`src/rtl/rotary_level_if.sv`:
```
// Encoder pins and level outputs of one colour channel.
//   enc_a, enc_b   raw quadrature pins, asynchronous to clk
//   level          current brightness level, feeds the PWM stage
//   level_changed  one-cycle pulse when level takes a new value
//   dir            direction of the last applied step (1 = up)
// master: encoder/testbench side. slave: rotary_level.
interface rotary_level_if #(
    parameter int unsigned WIDTH = 8
);
    logic             enc_a;
    logic             enc_b;
    logic [WIDTH-1:0] level;
    logic             level_changed;
    logic             dir;

    modport master (
        output enc_a,
        output enc_b,
        input  level,
        input  level_changed,
        input  dir
    );

    modport slave (
        input  enc_a,
        input  enc_b,
        output level,
        output level_changed,
        output dir
    );
endinterface

```
`src/rtl/rotary_level.sv`:
```
// Quadrature rotary-encoder front end producing the brightness level of one
// PWM colour channel. Synchronises and debounces the raw A/B pins, decodes one
// step per detent on each debounced rise of A, and keeps the level register.
// Ports:
//   clk    system clock
//   reset  synchronous, active-high reset
//   bus    rotary_level_if.slave: enc_a/enc_b in; level/level_changed/dir out
// Build option:
//   ROTARY_LEVEL_SATURATE_EN  defined: level clamps at 0 and 2^WIDTH-1
//                             undefined: level wraps modulo 2^WIDTH
module rotary_level #(
    parameter int unsigned WIDTH           = 8,
    parameter int unsigned DEBOUNCE_CYCLES = 16,
    parameter int unsigned STEP            = 1,
    parameter int unsigned RESET_LEVEL     = 0
) (
    input  logic            clk,
    input  logic            reset,
    rotary_level_if.slave   bus
);
    localparam int unsigned      CW       = $clog2(DEBOUNCE_CYCLES + 1);
    localparam logic [CW-1:0]    CNT_LAST = CW'(DEBOUNCE_CYCLES - 1);
    localparam logic [WIDTH-1:0] STEP_W   = WIDTH'(STEP);
    localparam logic [WIDTH-1:0] RST_W    = WIDTH'(RESET_LEVEL);
`ifdef ROTARY_LEVEL_SATURATE_EN
    localparam logic [WIDTH-1:0] LVL_MAX  = '1;
`endif

    // Two-flop synchronisers, free running with no reset
    logic       r_a_meta, r_a_s, r_b_meta, r_b_s;
    logic [1:0] w_s;

    always_ff @(posedge clk) begin
        r_a_meta <= bus.enc_a;
        r_a_s    <= r_a_meta;
        r_b_meta <= bus.enc_b;
        r_b_s    <= r_b_meta;
    end

    assign w_s = {r_b_s, r_a_s};

    // Debounce per channel (index 0 = A, 1 = B) plus delayed copy for edges.
    // Reset loads the synchronised value so a resting A=1 gives no edge.
    logic [1:0]    r_stable, r_stable_d;
    logic [CW-1:0] r_cnt [2];

    always_ff @(posedge clk) begin
        if (reset) begin
            r_stable   <= w_s;
            r_stable_d <= w_s;
            for (int i = 0; i < 2; i++) r_cnt[i] <= '0;
        end else begin
            r_stable_d <= r_stable;
            for (int i = 0; i < 2; i++) begin
                if (w_s[i] == r_stable[i]) begin
                    r_cnt[i] <= '0;
                end else if (r_cnt[i] == CNT_LAST) begin
                    r_stable[i] <= w_s[i];
                    r_cnt[i]    <= '0;
                end else begin
                    r_cnt[i] <= r_cnt[i] + CW'(1);
                end
            end
        end
    end

    // x1 decode: step on debounced A rise unless B moved in the same cycle
    logic w_rise, w_b_chg, w_step, w_up;

    assign w_rise  = r_stable[0] & ~r_stable_d[0];
    assign w_b_chg = r_stable[1] ^ r_stable_d[1];
    assign w_step  = w_rise & ~w_b_chg;
    assign w_up    = ~r_stable[1];

    // Next level value
    logic [WIDTH-1:0] w_level_nxt;
    logic [WIDTH-1:0] r_level;
    logic             r_changed;
    logic             r_dir;

    always_comb begin
        w_level_nxt = r_level;
        if (w_step) begin
            if (w_up) begin
`ifdef ROTARY_LEVEL_SATURATE_EN
                w_level_nxt = (r_level > (LVL_MAX - STEP_W)) ? LVL_MAX : r_level + STEP_W;
`else
                w_level_nxt = r_level + STEP_W;
`endif
            end else begin
`ifdef ROTARY_LEVEL_SATURATE_EN
                w_level_nxt = (r_level < STEP_W) ? '0 : r_level - STEP_W;
`else
                w_level_nxt = r_level - STEP_W;
`endif
            end
        end
    end

    // Output registers; a clamped step at a bound still records direction
    always_ff @(posedge clk) begin
        if (reset) begin
            r_level   <= RST_W;
            r_changed <= 1'b0;
            r_dir     <= 1'b1;
        end else begin
            r_level   <= w_level_nxt;
            r_changed <= (w_level_nxt != r_level);
            if (w_step) r_dir <= w_up;
        end
    end

    assign bus.level         = r_level;
    assign bus.level_changed = r_changed;
    assign bus.dir           = r_dir;
endmodule

```
`src/flat_wrapper.sv`:
```
// flat-port wrapper written by rule: the top's interface ports become plain ports
module rotary_level_flat 
#(
    parameter int unsigned WIDTH           = 8,
    parameter int unsigned DEBOUNCE_CYCLES = 16,
    parameter int unsigned STEP            = 1,
    parameter int unsigned RESET_LEVEL     = 0
)
  (clk, reset, bus_enc_a, bus_enc_b, bus_level, bus_level_changed, bus_dir);
  rotary_level_if #(.WIDTH(WIDTH)) bus_i ();
  input  logic clk;
  input  logic reset;
  input wire logic [$bits(bus_i.enc_a)-1:0] bus_enc_a;
  input wire logic [$bits(bus_i.enc_b)-1:0] bus_enc_b;
  output wire logic [$bits(bus_i.level)-1:0] bus_level;
  output wire logic [$bits(bus_i.level_changed)-1:0] bus_level_changed;
  output wire logic [$bits(bus_i.dir)-1:0] bus_dir;
  assign bus_i.enc_a = bus_enc_a;
  assign bus_i.enc_b = bus_enc_b;
  assign bus_level = bus_i.level;
  assign bus_level_changed = bus_i.level_changed;
  assign bus_dir = bus_i.dir;
  rotary_level #(.WIDTH(WIDTH), .DEBOUNCE_CYCLES(DEBOUNCE_CYCLES), .STEP(STEP), .RESET_LEVEL(RESET_LEVEL)) u_core (.clk(clk), .reset(reset), .bus(bus_i));
endmodule
```
`config.mk`:
```
export PLATFORM = sky130hd
export DESIGN_NAME = rotary_level_flat
export DESIGN_NICKNAME = d
export VERILOG_FILES = /design/src/rtl/rotary_level_if.sv /design/src/rtl/rotary_level.sv /design/src/flat_wrapper.sv
export SDC_FILE = /design/constraint.sdc
export NUM_CORES = 1
export LEC_CHECK = 0
export BUFFER_PORTS_ARGS = -buffer_cell sky130_fd_sc_hd__buf_2
export CAP_MARGIN = 5
export CORE_ASPECT_RATIO = 1.5
export CORE_MARGIN = 5
export CORE_UTILIZATION = 50
export DETAILED_ROUTE_END_ITERATION = 16
export GPL_TIMING_DRIVEN = 0
export PLACE_DENSITY = 0.76
export SKIP_CTS_REPAIR_TIMING = 1
export SYNTH_ARGS = -nofsm -noshare
export SYNTH_HDL_FRONTEND = slang
export SYNTH_SLANG_ARGS = --single-unit
```
`constraint.sdc`:
```
create_clock -name clk -period 2.4 [get_ports clk]
set_clock_uncertainty 0.15 [all_clocks]
set_input_delay 0 -clock clk [delete_from_list [all_inputs] [get_ports clk]]
set_output_delay 0 -clock clk [all_outputs]
set_load 0.1 [all_outputs]
```
# After elaboration in Yosys (flattened, before gate mapping)
# Memories as Yosys holds them, arrays and structs flattened.
# Index checks and enable logic that the tools add are counted.
totals:
  mem_count: 1
  wordCells: 76
  out_inout_bits: 10
  mem_bits_rw: 10
  in_bits: 4
  ff_bits: 18
memory_table:
  columns: ["name", "words", "width", "rd", "rd_clocked_by_memory_dff", "write_ports", "line_no", "rtl"]
  rows:
  - ["u_core.r_cnt", 2, 5, 2, 0, 2, "rotary_level.sv:45", "logic [CW-1:0] r_cnt [2];"]
classes:
  n_bitwise: 12
  add_sub_neg: 4
  n_mux: 38
  reduce_logical: 4
  eq_ne: 7
op_table:
  columns: ["cell", "count"]
  rows:
  - ["2-to-1 mux 5 bit", 6]
  - ["2-to-1 mux 1 bit", 28]
  - ["2-to-1 mux 8 bit", 2]
  - ["adder 5 x 1 -> 5 bit, second input constant", 2]
  - ["equality test 5 x 4 -> 1 bit, second input constant", 2]
  - ["adder 8 x 1 -> 8 bit, second input constant", 1]
  - ["inequality test 8 bit", 1]
  - ["subtractor 8 x 1 -> 8 bit, second input constant", 1]
  - ["bitwise OR 1 bit", 6]
  - ["2-to-1 mux 2 bit", 2]
  - ["inequality test 2 bit, second input constant", 2]
  - ["AND reduction 2 bit", 2]
  - ["nonzero test 2 bit", 2]
  - ["inverter 1 bit", 3]
  - ["AND 1 bit", 2]
  - ["equality test 1 bit", 2]
  - ["bitwise XOR 1 bit", 1]

# Logic depth before layout (Yosys ltp)
depth:
  ltp_word: 7
  depth_mapped: 6
  ltp_nobuf: 6

# Least setup slack after synthesis
# No wires, ideal clock.
synth_timing:
  kind: "reg2reg"
  startpoint: "reg u_core.r_level[1] (netlist: u_core.bus.level[1])"
  endpoint: "reg u_core.r_level[7] (netlist: u_core.bus.level[7])"
  stages_incl_launch_ff: 7
  setup_time_ns: 0.123
  path_buffers: 0
  required_time_ns: 2.127
  slack_ns: -0.169
  arrival_ns: 2.295
  period_less_slack_ns: 2.569
  path_cell_list: "dfxtp_1 > ha_1 > a21o_1 > a21oi_2 > o31ai_2 > mux2i_1 > mux2_1"
synth_between:
  elab_chain_cells: 3
  elab_cells_between_ends: 4
  cone_classes: "add/sub (2); mux (2)"
synth_rtl:
  columns: ["item", "line_no", "rtl"]
  rows:
  - ["from (decl)", "rotary_level.sv:77", "logic [WIDTH-1:0] r_level;"]
  - ["from (signal assigned)", "rotary_level.sv:107", "r_level <= w_level_nxt;"]
  - ["adder 8 x 1 -> 8 bit or subtractor 8 x 1 -> 8 bit (tied branches)", "rotary_level.sv:88, rotary_level.sv:94", null]
  - ["2-to-1 mux 8 bit *", "rotary_level.sv:84", "if (w_up) begin"]
  - ["2-to-1 mux 8 bit *", "rotary_level.sv:83", "if (w_step) begin"]
# Mark *: on every way between the ends. The rest lies on a longest branch, timed or not.
# A chain may end at the register's enable or synchronous reset.

# Worst setup path in the final report
layout_timing:
  startpoint: "reg u_core.r_stable[1]"
  endpoint: "reg u_core.r_level[7] (netlist: u_core.bus.level[7])"
layout_between:
  elab_chain_cells: 4
  elab_cells_between_ends: 5
  cone_classes: "mux (2); bitwise (3)"
layout_rtl:
  columns: ["item", "line_no", "rtl"]
  rows:
  - ["from (decl)", "rotary_level.sv:44", "logic [1:0] r_stable, r_stable_d;"]
  - ["from (signal assigned)", "rotary_level.sv:49", "r_stable <= w_s;"]
  - ["from (signal, indexed assignment)", "rotary_level.sv:58", "r_stable[i] <= w_s[i];"]
  - ["bitwise XOR 1 bit", "rotary_level.sv:71", "assign w_b_chg = r_stable[1] ^ r_stable_d[1];"]
  - ["inverter 1 bit", "rotary_level.sv:72", "assign w_step = w_rise & ~w_b_chg;"]
  - ["AND 1 bit", "rotary_level.sv:72", null]
  - ["2-to-1 mux 8 bit *", "rotary_level.sv:83", null]
# Marks and branches as above.

==> flow_results.xml <==
<?xml version="1.0" encoding="UTF-8"?>
<metrics>
  <group name="place">
    <metric name="io_buffer_count" unit="">12</metric>
    <metric name="dp.final_hpwl" unit="µm">1750</metric>
    <metric name="place_congestion" unit="">0.721</metric>
    <metric name="placedCellCount" unit="">184</metric>
  </group>
  <group name="yosys">
    <metric name="seq_area_frac_synth" unit="%">50.2</metric>
    <metric name="synth-simple-area-share" unit="%">14.9</metric>
    <metric name="combinational_family_with_the_most_area_after_synthesis" unit="">simple AND/OR/NAND/NOR gates</metric>
    <metric name="postSynthAreaPerCell" unit="µm²">10.8</metric>
    <metric name="yosys-mux-area-fraction" unit="%">4.61</metric>
    <metric name="synth_area" unit="µm²">1360</metric>
    <metric name="synthAdderAreaFrac" unit="%">10.7</metric>
    <metric name="synth-seq-cells" unit="">28</metric>
    <metric name="yosys.area_share.xor_xnor" unit="%">7.75</metric>
    <metric name="yosysUniqueCellTypes" unit="">31</metric>
    <metric name="compound_gate_fraction_of_synth_area" unit="%">8.39</metric>
    <metric name="postSynthCellCount" unit="">126</metric>
    <metric name="yosysWarnings" unit="">0</metric>
  </group>
  <group name="clock_network">
    <metric name="clock_path_buffers" unit="">2</metric>
    <metric name="insertion_delay" unit="ns">0.27</metric>
    <metric name="cts_buffer_count" unit="">3</metric>
    <metric name="clk_root_buffer_cell" unit="">clkbuf_8</metric>
    <metric name="worst_setup_hold_path_clk_slew" unit="ns">0.09</metric>
    <metric name="cts_htree_levels" unit="">1</metric>
    <metric name="sink_count" unit="">28</metric>
    <metric name="tritoncts" unit="">done</metric>
  </group>
  <group name="global_route">
    <metric name="grt_pass1_vias" unit="">1003</metric>
    <metric name="grt_pass1_wl" unit="µm">4070</metric>
    <metric name="overall_global_routing_usage" unit="%">13.9</metric>
    <metric name="gr-total-overflow" unit="">0</metric>
    <metric name="pin_count_of_the_biggest_net_entering_global_routing" unit="">17</metric>
    <metric name="number_of_antenna_violations_at_the_first_check_in_global_routing" unit="">0</metric>
  </group>
  <group name="power">
    <metric name="power_per_cell_area" unit="nW/µm²">701</metric>
    <metric name="p_leak" unit="nW">0.753</metric>
    <metric name="power.ir.vdd_worst" unit="µV">665</metric>
  </group>
  <group name="critical_path">
    <metric name="crit_type" unit="">register to register</metric>
    <metric name="critPathCaptureType" unit="">register</metric>
    <metric name="critical_path.startpoint_type" unit="">register</metric>
    <metric name="max_fanout_on_critical_path" unit="">9</metric>
    <metric name="worst-endpoint-arrival" unit="ns">2.28</metric>
    <metric name="critPathRequiredTime" unit="ns">2.41</metric>
  </group>
  <group name="detailed_routing">
    <metric name="drt_antenna_net_count" unit="">0</metric>
    <metric name="drtIter0Drc" unit="">16</metric>
    <metric name="vias" unit="">942</metric>
    <metric name="post_drt_wl_per_cell" unit="µm">11.9</metric>
    <metric name="via_per_inst" unit="">4.86</metric>
    <metric name="post_route_drc" unit="">0</metric>
    <metric name="drt_first_pass_iters" unit="">4</metric>
    <metric name="detail_route.wirelength" unit="µm">2300</metric>
  </group>
  <group name="die">
    <metric name="num_rows" unit="">23</metric>
    <metric name="die_area" unit="µm²">3880</metric>
    <metric name="core_area" unit="µm²">2650</metric>
    <metric name="start_util" unit="%">51.2</metric>
    <metric name="die_width" unit="µm">52.5</metric>
    <metric name="die_height" unit="µm">73.8</metric>
    <metric name="io_pins" unit="">14</metric>
  </group>
  <group name="timing">
    <metric name="tns" unit="ns">0</metric>
    <metric name="setup_viol" unit="">0</metric>
    <metric name="hold_viol_final" unit="">0</metric>
    <metric name="final_min_period_over_clock_period" unit="%">94.5</metric>
    <metric name="timing_max_transition_violations_final" unit="">0</metric>
    <metric name="maxClockFrequency" unit="MHz">441</metric>
    <metric name="grt_setup_unrepaired" unit="">no</metric>
    <metric name="final_period_minus_worst_setup_slack" unit="ns">2.27</metric>
  </group>
  <group name="layout">
    <metric name="final_common_cell" unit="">nor2_1</metric>
    <metric name="layout.cells.non_filler" unit="">194</metric>
    <metric name="layout.cells.most_common_list" unit="">nor2_1, nand2_1, buf_2, edfxtp_1, dfxtp_1</metric>
    <metric name="drive_above_1_share" unit="%">20.4</metric>
    <metric name="area_growth" unit="%">19.9</metric>
    <metric name="finalNetCount" unit="">173</metric>
    <metric name="antenna_cells_inserted" unit="">0</metric>
  </group>
  <group name="job">
    <metric name="max-cap-violations" unit="">0</metric>
  </group>
  <group name="run_status">
    <metric name="status" unit="">finished, final reports clean</metric>
  </group>
  <group name="worst_hold_path">
    <metric name="timing.hold.worst.class" unit="">register to register</metric>
  </group>
</metrics>
## worst paths after layout
kind,startpoint,to,slack [ns],cells after the start
hold / removal,u_core.r_a_meta,u_core.r_a_s,0.18,0
setup reg to reg,u_core.r_stable[1],u_core.bus.level[7],0.13,6
hold reg to reg,u_core.r_a_meta,u_core.r_a_s,0.18,0
setup / recovery,u_core.r_stable[1],u_core.bus.level[7],0.13,6
## flip-flops by register name, indices dropped and copies added (netlist names)
register and cells:
u_core.r_cnt 10, u_core.bus.level_changed 1, u_core.r_a_meta 1, u_core.r_a_s 1, u_core.bus.level 8, u_core.r_b_meta 1
u_core.r_stable 2, u_core.bus.dir 1, u_core.r_b_s 1, u_core.r_stable_d 2
## final cells by class
type                            instances  area (µm²)
Clock inverter                          1        30.0
Fill cell                             227        1020
Buffer                                  3        27.5
Inverter                                4        15.0
Sequential cell                        28         687
Multi-Input combinational cell        100         667
Tap cell                               37        46.3
Timing Repair Buffer                   18         113
Clock buffer                            3        41.3
## metal layers
metal / wire length (µm) / global-route usage, % / vias up
li1: - / - / 487
met1: 918 / 14.5 / 443
met2: 1300 / 26.9 / 10
met3: 69 / 1.83 / 2
met4: 17 / 5.11 / 0
met5: 0 / 0 / -
## kinds of logic (layout without fill, tap and decap cells)
kind of cell    count (synthesis)  after routing
flops                          28             28
xor+xnor                       12             12
other cells                     1             10
mux                             6              6
fa+ha+maj                      11             11
compound gates                 16             16
simple gates                   45             45
buf+inv                         7             29
## through the flow
stage          util (%)  power [mW]  hold slack [ns]  setup WS [ns]  cell area, µm²
2_1_floorplan         -       0.745           -0.122         0.0207            1400
3_3_place_gp       56.8       0.774          -0.0479          0.108            1500
3_5_place_dp       56.8       0.782          -0.0460         0.0470            1500
4_1_cts            59.5        1.14           -0.328         0.0314            1570
5_1_grt            61.4        1.19            0.200         0.0233            1630
6_report           61.4        1.14            0.184          0.131            1630
## report_power, final
group	leakage (nW)	total (mW)	switching, mW	internal (mW)
Sequential	0.257	0.552	0.0220	0.530
Combinational	0.461	0.227	0.155	0.0716
Clock	0.0357	0.362	0.139	0.223
## synth_stat cells, drive strengths merged
library cell,number,area [µm²]
nor2,20,75.1
nor2b,1,6.26
dfxtp,16,320
nand2,13,48.8
conb,1,3.75
xnor2,7,61.3
a31oi,1,6.26
nor3,1,5.00
o311ai,1,8.76
buf,3,27.5
o21ai,3,15.0
edfxtp,12,360
and3,4,25.0
a21o,2,15.0
a21oi,6,33.8
nand3,3,15.0
inv,4,15.0
nor4b,1,8.76
o21a,1,15.0
nand3b,2,18.8
ha,10,125
mux2i,4,40.0
xor2,5,43.8
fa,1,20.0
o31ai,2,20.0
mux2,2,22.5
## critical path, cell delays in order, from the launching register on
cell	delay, ns
edfxtp_1	0.54
ha_1	0.42
nand2_1	0.13
o21a_4	0.23
o31ai_2	0.06
mux2i_1	0.28
mux2_1	0.34
(Power assumes the default switching activity.)
